[src/rtl/go_counter.sv]
// Start/stop step counter with an internal prescaler, up/down and one-shot/loop modes,
// hold, abort, busy flag and a one-cycle done pulse on each arrival at the terminal value.
module go_counter #(
    parameter int WIDTH     = 4,
    parameter int MAX_COUNT = 15,
    parameter int TICK_DIV  = 1500000,
    parameter int DIV_WIDTH = 24
) (
    input  logic             clk,
    input  logic             rst,
    input  logic             go,
    input  logic             stop,
    input  logic             hold,
    input  logic             mode_down,
    input  logic             mode_loop,
    output logic [WIDTH-1:0] count,
    output logic             busy,
    output logic             done
);

    typedef enum logic [1:0] {
        IDLE = 2'd0,
        RUN  = 2'd1,
        HOLD = 2'd2
    } state_t;

    localparam logic [WIDTH-1:0]     LP_MAX      = WIDTH'(MAX_COUNT);
    localparam logic [DIV_WIDTH-1:0] LP_DIV_LAST = DIV_WIDTH'(TICK_DIV - 1);

    state_t               r_state;
    logic [WIDTH-1:0]     r_count;
    logic [DIV_WIDTH-1:0] r_presc;
    logic                 r_down;
    logic                 r_loop;
    logic                 r_done;

    state_t               w_nextState;
    logic [WIDTH-1:0]     w_nextCount;
    logic [DIV_WIDTH-1:0] w_nextPresc;
    logic                 w_nextDown;
    logic                 w_nextLoop;
    logic                 w_nextDone;
    logic [WIDTH-1:0]     w_start;
    logic [WIDTH-1:0]     w_term;
    logic [WIDTH-1:0]     w_stepped;

    assign w_start = r_down ? LP_MAX : '0;
    assign w_term  = r_down ? '0 : LP_MAX;

    // Leaving HOLD with hold low behaves exactly like a RUN cycle, so each held cycle costs one cycle.
    always_comb begin
        w_nextState = r_state;
        w_nextCount = r_count;
        w_nextPresc = r_presc;
        w_nextDown  = r_down;
        w_nextLoop  = r_loop;
        w_nextDone  = 1'b0;
        w_stepped   = r_count;

        case (r_state)
            IDLE: begin
                if (go && !stop) begin
                    w_nextState = RUN;
                    w_nextDown  = mode_down;
                    w_nextLoop  = mode_loop;
                    w_nextCount = mode_down ? LP_MAX : '0;
                    w_nextPresc = '0;
                end
            end
            RUN, HOLD: begin
                if (stop) begin
                    w_nextState = IDLE;
                end else if (hold) begin
                    w_nextState = HOLD;
                end else begin
                    w_nextState = RUN;
                    if (r_presc == LP_DIV_LAST) begin
                        w_nextPresc = '0;
                        if (r_count == w_term) begin
                            w_nextCount = w_start;
                        end else begin
                            w_stepped   = r_down ? (r_count - 1'b1) : (r_count + 1'b1);
                            w_nextCount = w_stepped;
                            if (w_stepped == w_term) begin
                                w_nextDone = 1'b1;
                                if (!r_loop) begin
                                    w_nextState = IDLE;
                                end
                            end
                        end
                    end else begin
                        w_nextPresc = r_presc + 1'b1;
                    end
                end
            end
            default: begin
                w_nextState = IDLE;
            end
        endcase
    end

    always_ff @(posedge clk) begin
        if (rst) begin
            r_state <= IDLE;
            r_count <= '0;
            r_presc <= '0;
            r_down  <= 1'b0;
            r_loop  <= 1'b0;
            r_done  <= 1'b0;
        end else begin
            r_state <= w_nextState;
            r_count <= w_nextCount;
            r_presc <= w_nextPresc;
            r_down  <= w_nextDown;
            r_loop  <= w_nextLoop;
            r_done  <= w_nextDone;
        end
    end

    assign count = r_count;
    assign busy  = (r_state != IDLE);
    assign done  = r_done;

endmodule

[config.mk]
export PLATFORM = sky130hd
export DESIGN_NAME = go_counter
export DESIGN_NICKNAME = d
export VERILOG_FILES = /design/src/rtl/go_counter.sv
export SDC_FILE = /design/constraint.sdc
export NUM_CORES = 1
export LEC_CHECK = 0
export ABC_AREA = 1
export CORE_MARGIN = 1.5
export CORE_UTILIZATION = 53
export DETAILED_ROUTE_END_ITERATION = 7
export PLACE_DENSITY = 0.73
export SYNTH_ARGS = -nofsm -noshare
export SYNTH_HDL_FRONTEND = slang
export SYNTH_SLANG_ARGS = --single-unit
[constraint.sdc]
create_clock -name clk -period 1.97 [get_ports clk]
set_clock_uncertainty 0.1 [all_clocks]
set_input_delay 0.197 -clock clk [delete_from_list [all_inputs] [get_ports clk]]
set_output_delay 0.197 -clock clk [all_outputs]
set_load 0.02 [all_outputs]
==> qor.csv, run 1 <==
stage,metric,value,unit
status,outcome,finished clean,
routing,drc,0,
synth,syn_nets,314,
synth,synth_top_area_frac,0.317,
power_and_ir_drop,combPwrFrac,0.318,
power_and_ir_drop,p_seq_frac,0.409,
floorplan,die_y,65.7,um
power_and_ir_drop,p_leak,1.10,nW
synth,synth_common_cells,"nand2_1 (55), nor2_1 (38), dfxtp_1 (33), inv_1 (33), nand3_1 (23)",
synth,ys_ff_latch,33,
synth,async_flop_share,0,
floorplan,std_cell_rows,22,
synth,synth_most_common_cell,nand2_1,
power_and_ir_drop,vdd_drop_max,489,uV
sta,slew_violations,0,
grt,antenna_found_initial,0,
cts,clock_latency,0.29,ns
critical_path,worstPathRequired,2.04,ns
cts,clock_path_buffers,2,
routing,drt_iter0_markers,241,
sta,setup_tns,0,ns
cts,cts_buffers,5,
placed_design,portBuffers,12,
power_and_ir_drop,switching_share,0.334,
sta,fin_crit_sh,0.965,
cts,cts_root_buf,clkbuf_8,
cts,cts_tree,built,
sta,slew_headroom,0.686,
critical_path,end_kind,flip-flop,
power_and_ir_drop,p_clk_frac,0.274,
sta,finalSetupViolCount,0,
layout,layout-drive-gt1-share,0.224,
grt,grt_max_degree,14,
cts,htree_levels,2,
synth,synthTopCellsByArea,"dfxtp_1 (32%), nand2_1 (9.9%), nor2_1 (6.8%)",
power_and_ir_drop,p_int,1.20,mW
cts,cts-hold-fix-buffers,0,
floorplan,die_w,65.7,um
placed_design,routabilityCongestion,0.879,
synth,synth_cell_types,43,
critical_path,path_max_fanout,7,
cts,cts.sinks,33,
run,drv_cap,0,
routing,ant_nets,0,
routing,viasPerCell,5.32,
sta,tightest_slew,0.467,ns
floorplan,coreArea,3720,sq um
worst_hold_path,whs_path_depth,2,
synth,synth_edf_count,0,
layout,syn_to_final_growth,24.4,%
synth,synthesis.area,2080,sq um
routing,wl_per_cell,13.1,um
floorplan,die-area,4320,sq um
routing,drtPass1Iterations,4,
critical_path,reg2reg_depth,9,
floorplan,initial_core_util,0.561,
layout,diodes,0,
power_and_ir_drop,netSwitchingPower,0.600,mW
synth,yosysSeqAreaShare,0.317,
synth,yosys.area.top_type,dfxtp_1,
sta,layout_setup_ws,0.0699,ns
placed_design,hpwl,3790,um
critical_path,worstPathArrival,1.97,ns
worst_hold_path,hp-class,flip-flop to flip-flop,
synth,synth_warnings,0,
grt,first_global_vias,1869,
sta,period_minus_slack,1.90,ns
grt,overflow,0,
cts,clk_pin_slew,0.07,ns
sta,hold_viol_final,0,
routing,drt_wl_total,5080,um
layout,final_nets,352,
power_and_ir_drop,power_density,693,nW/um^2
sta,rsz0062_at_grt,true,
critical_path,start_kind,flip-flop,
synth,synth_cells,301,
critical_path,crit_type,flip-flop to flip-flop,
floorplan,io_pins,13,
sta,clock.fmax,526,MHz
synth,avgSynthCellArea,6.92,sq um
synth,ys.flop_type,dfxtp_1,
grt,grtUsageTotal,0.258,
placed_design,dp_slack,-0.0225,ns
routing,vias,2065,
grt,grt_pass1_wl,8580,um
## power by group through the flow
stage	Combinational, mW	Sequential (mW)	Clock (mW)
detailed placement	0.513	0.743	0
global route	0.632	0.739	0.538
finish	0.571	0.734	0.492
floorplan	0.323	0.763	0
global placement	0.507	0.741	0
CTS	0.522	0.728	0.503
## repair_timing
action | 4_1_cts | 5_1_grt
gates resized for setup | 2 | 19
pin swaps | 0 | 5
setup endpoints to repair | 3 | 23
buffers inserted | 0 | 3
## state kept, by name, summed over array words and instances (netlist names)
signal	count
count	4
done	1
r_down	1
r_loop	1
r_presc	24
r_state	2
## area by class of cell
| type | instances | area (sq um) |
|---|---|---|
| flip-flops and latches | 33 | 664 |
| fillers | 324 | 1120 |
| repair buffers | 35 | 293 |
| clock buffers | 8 | 80.1 |
| multi-input cells | 222 | 1340 |
| well taps | 48 | 60.1 |
| inverters | 42 | 159 |
## layout by cell type, fill, tap and decap left out, types with 2 or more instances in the layout
cell type,synthesis,layout
a31oi_1,2,2
inv_1,33,33
ha_1,5,2
a21oi_1,21,19
nand3_2,1,4
ha_4,0,3
nand2_1,55,55
nor3_1,12,12
nor3b_2,2,3
xor2_1,4,4
xnor2_1,3,3
buf_4,1,23
nand2_2,8,6
o21ai_0,7,6
nor2_2,4,2
inv_2,7,7
clkbuf_8,0,5
a211oi_1,2,2
clkbuf_1,1,3
nand2_4,3,4
o21ai_1,3,4
o21a_1,2,2
nor3_4,1,2
nand3_1,23,20
clkdlybuf4s50_1,0,12
nor2_1,38,38
a21oi_2,1,3
dfxtp_2,0,3
nor2_4,2,4
nor4_1,4,4
dfxtp_1,33,30
nand4_1,7,7
## routing by layer
layer | vias up | wire (um) | track usage
li1 | 1072 | - | -
met1 | 932 | 2420 | 0.365
met2 | 54 | 2340 | 0.403
met3 | 7 | 245 | 0.0411
met4 | 0 | 72 | 0.0781
met5 | - | 0 | 0
## cells by family (layout without fill, tap and decap cells)
group / Yosys count / in the layout / synth area share
AND/OR/NAND/NOR: 168 / 168 / 0.409
XOR/XNOR: 7 / 7 / 0.0294
buffers and inverters: 46 / 85 / 0.0895
adder cells (fa/ha/maj): 6 / 6 / 0.0396
flip-flops: 33 / 33 / 0.317
AO/OA/AOI/OAI: 41 / 41 / 0.115
## worst max-delay path: stages (launching register included)
cell,delay (ns)
dfxtp_1,0.33
inv_1,0.07
ha_4,0.29
nand2_1,0.08
nand2_1,0.11
nand2_4,0.12
nor2_1,0.23
nand3_1,0.16
a31oi_1,0.23
nor2_1,0.06
## worst paths after layout
path | endpoint | slack, ns | from
worst min register to register | r_loop$_SDFFE_PP0P_ | 0.36 | r_loop$_SDFFE_PP0P_
worst max-delay path | r_presc[12]$_SDFFE_PP0P_ | 0.07 | r_state[1]$_SDFFE_PP0N_
worst max register to register | r_presc[12]$_SDFFE_PP0P_ | 0.07 | r_state[1]$_SDFFE_PP0N_
worst min-delay path | r_loop$_SDFFE_PP0P_ | 0.36 | r_loop$_SDFFE_PP0P_
## per-stage QoR
step	instances	hold WS, ns	cell area (sq um)	utilization	total power [mW]
global route	388	0.380	2590	0.698	1.91
detailed placement	377	0.351	2390	0.642	1.26
CTS	385	0.361	2480	0.667	1.75
floorplan	301	0.267	2080	-	1.09
global placement	377	0.344	2390	0.642	1.25
finish	388	0.361	2590	0.698	1.80
Note: power is estimated with default switching activity, not from simulation.
==> run 2, diff against run 1 <==
--- a/config.mk
+++ b/config.mk
@@ -6,9 +6,11 @@
 export NUM_CORES = 1
 export LEC_CHECK = 0
 export ABC_AREA = 1
+export CAP_MARGIN = 20
 export CORE_MARGIN = 1.5
 export CORE_UTILIZATION = 53
 export DETAILED_ROUTE_END_ITERATION = 7
+export GPL_TIMING_DRIVEN = 0
 export PLACE_DENSITY = 0.73
 export SYNTH_ARGS = -nofsm -noshare
 export SYNTH_HDL_FRONTEND = slang
==> run 2 against run 1 <==
Effect of this change:
- the flow now finishes with violations (setup timing)
- count of clock-buffer cells in the layout decreased by 1
- final cell count decreased by 3.4%
- sequential cell count is the same
- global-route usage fell by 1.8 points
- sequential share of layout area increased by 1.0 points
- combinational power is 8.2% lower
- core utilization fell by 2.3 points
- register-to-register slack lost 0.08 ns
- critical path type unchanged
- highest routed layer unchanged
==> qor.csv, run 2 (same netlist as run 1, synthesis figures left out) <==
stage,metric,value,unit
status,outcome,"complete, but fails checks",
status,violations,setup timing,
floorplan,initial_core_util,0.561,
power_and_ir_drop,p_leak,1.03,nW
routing,drt_wl_total,4750,um
layout,diodes,0,
critical_path,end_kind,flip-flop,
critical_path,crit_type,flip-flop to flip-flop,
worst_hold_path,hold_start,rst,
routing,ant_nets,0,
cts,cts_buffers,5,
power_and_ir_drop,vdd_drop_max,610,uV
grt,first_global_vias,1766,
cts,clk_pin_slew,0.06,ns
sta,hold_viol_final,0,
cts,clock_latency,0.29,ns
cts,htree_levels,2,
sta,finalSetupViolCount,1,
cts,cts_tree,built,
worst_hold_path,whs_path_depth,2,
layout,area.sequential,668,sq um
power_and_ir_drop,power_density,710,nW/um^2
layout,final_nets,340,
worst_hold_path,hp-class,input port to flip-flop,
grt,grt_max_degree,11,
critical_path,r2r-end,r_presc[16]$_SDFFE_PP0P_,
placed_design,portBuffers,11,
power_and_ir_drop,power,1.78,mW
critical_path,start_kind,flip-flop,
critical_path,path_max_fanout,8,
cts,cts_root_buf,clkbuf_8,
cts,cts.sinks,33,
sta,fin_crit_sh,1.01,
routing,vias,1992,
layout,final_common_cell,nand2_1,
layout,syn_to_final_growth,20.4,%
sta,layout_setup_ws,-0.0140,ns
critical_path,reg2reg_depth,11,
floorplan,std_cell_rows,22,
sta,slew_headroom,0.697,
sta,period_minus_slack,1.98,ns
critical_path,r2r_slack,-0.01,ns
grt,antenna_found_initial,0,
floorplan,io_pins,13,
placed_design,hpwl,3440,um
grt,grt_pass1_wl,8010,um
critical_path,worstPathRequired,2.09,ns
cts,clock_path_buffers,2,
worst_hold_path,whs_endpoint,r_state[1]$_SDFFE_PP0N_,
critical_path,r2r-start,r_state[1]$_SDFFE_PP0N_,
grt,overflow,0,
sta,slew_violations,0,
floorplan,die-area,4320,sq um
floorplan,coreArea,3720,sq um
floorplan,die_w,65.7,um
routing,wl_per_cell,12.7,um
layout,multi_input_area,1330,sq um
sta,tightest_slew,0.454,ns
layout,nFillCells,333,
routing,drc,0,
layout,final_cell_mix,"nand2_1 (53), nor2_1 (37), inv_1 (30)",
run,drv_cap,0,
sta,rsz0062_at_grt,true,
layout,largest_reg_flops,24,
sta,clock.fmax,504,MHz
layout,regMostFlops,r_presc,
floorplan,die_y,65.7,um
routing,drtPass1Iterations,5,
grt,grtUsageTotal,0.241,
cts,cts-hold-fix-buffers,0,
critical_path,worstPathArrival,2.10,ns
layout,layout-drive-gt1-share,0.217,
placed_design,routabilityCongestion,0.870,
layout,final_core_util,0.675,
routing,drt_iter0_markers,146,
critical_path,crit_start,r_state[1]$_SDFFE_PP0N_,
routing,viasPerCell,5.31,
## run 2: cell count changes in the layout (fill, tap and decap cells not counted), sizes merged
cell           change
buf               -12
clkdlybuf4s50      -1
## run 2: worst max path at each step
stage | to | slack, ns | depth (start not counted)
floorplan | r_presc[22]$_SDFFE_PP0P_ | 0.12 | 13
global placement | r_presc[22]$_SDFFE_PP0P_ | -0.1 | 13
detailed placement | r_presc[22]$_SDFFE_PP0P_ | -0.12 | 13
CTS | r_presc[17]$_SDFFE_PP0P_ | 0.06 | 12
global route | r_presc[22]$_SDFFE_PP0P_ | -0.07 | 12
finish | r_presc[16]$_SDFFE_PP0P_ | -0.01 | 11
## run 2: worst max-delay path, stage by stage (launching register included)
cell     delay, ns
dfxtp_2       0.35
inv_2         0.05
ha_4          0.25
inv_4         0.05
nand2_1       0.06
nand2_2       0.09
nand2_4       0.08
buf_8         0.14
nor3_4        0.23
nand2_2       0.12
o21ai_1       0.19
nor3b_2       0.19
## run 2: area by class of cell
type / count / share of cell area
multi-input combinational: 222 / 0.529
sequential: 33 / 0.266
timing repair buffer: 19 / 0.0678
inverter: 42 / 0.0643
clock buffer: 7 / 0.0344
tap: 48 / 0.0239
buffer: 4 / 0.0140
## run 2: layer usage
| metal | up-vias | global-route usage | part of all wire |
|---|---|---|---|
| met5 | - | 0 | 0 |
| li1 | 1040 | - | - |
| met2 | 33 | 0.362 | 0.45 |
| met3 | 6 | 0.0462 | 0.025 |
| met1 | 913 | 0.343 | 0.51 |
| met4 | 0 | 0.0781 | 0.012 |
## run 2: timing repair
| action | CTS | global route |
|---|---|---|
| setup buffers | 4 | 4 |
| setup endpoints to repair | 12 | 20 |
| resized for setup | 8 | 21 |
| pin swaps | 4 | 12 |
## run 2: metrics by stage
step | TNS [ns] | setup slack [ns] | cells | cell area [sq um] | hold WS (ns)
floorplan | 0 | 0.125 | 301 | 2080 | 0.267
global placement | -0.470 | -0.0968 | 360 | 2250 | 0.345
detailed placement | -0.783 | -0.119 | 360 | 2250 | 0.354
CTS | 0 | 0.0645 | 371 | 2400 | 0.215
global route | -0.180 | -0.0729 | 375 | 2510 | 0.258
finish | -0.0140 | -0.0140 | 375 | 2510 | 0.220
## run 2: report_power, final
group / switching, mW / internal [mW]
combinational: 0.311 / 0.213
sequential: 0.0406 / 0.701
clock: 0.238 / 0.277
total: 0.589 / 1.19
==> run 3, diff against run 2 <==
--- a/config.mk
+++ b/config.mk
@@ -9,6 +9,7 @@
 export CAP_MARGIN = 20
 export CORE_MARGIN = 1.5
 export CORE_UTILIZATION = 53
+export CTS_CLUSTER_DIAMETER = 150
 export DETAILED_ROUTE_END_ITERATION = 7
 export GPL_TIMING_DRIVEN = 0
 export PLACE_DENSITY = 0.73
==> results of run 3 <==
Final layout, timing and power as in run 2 (identical DEF).
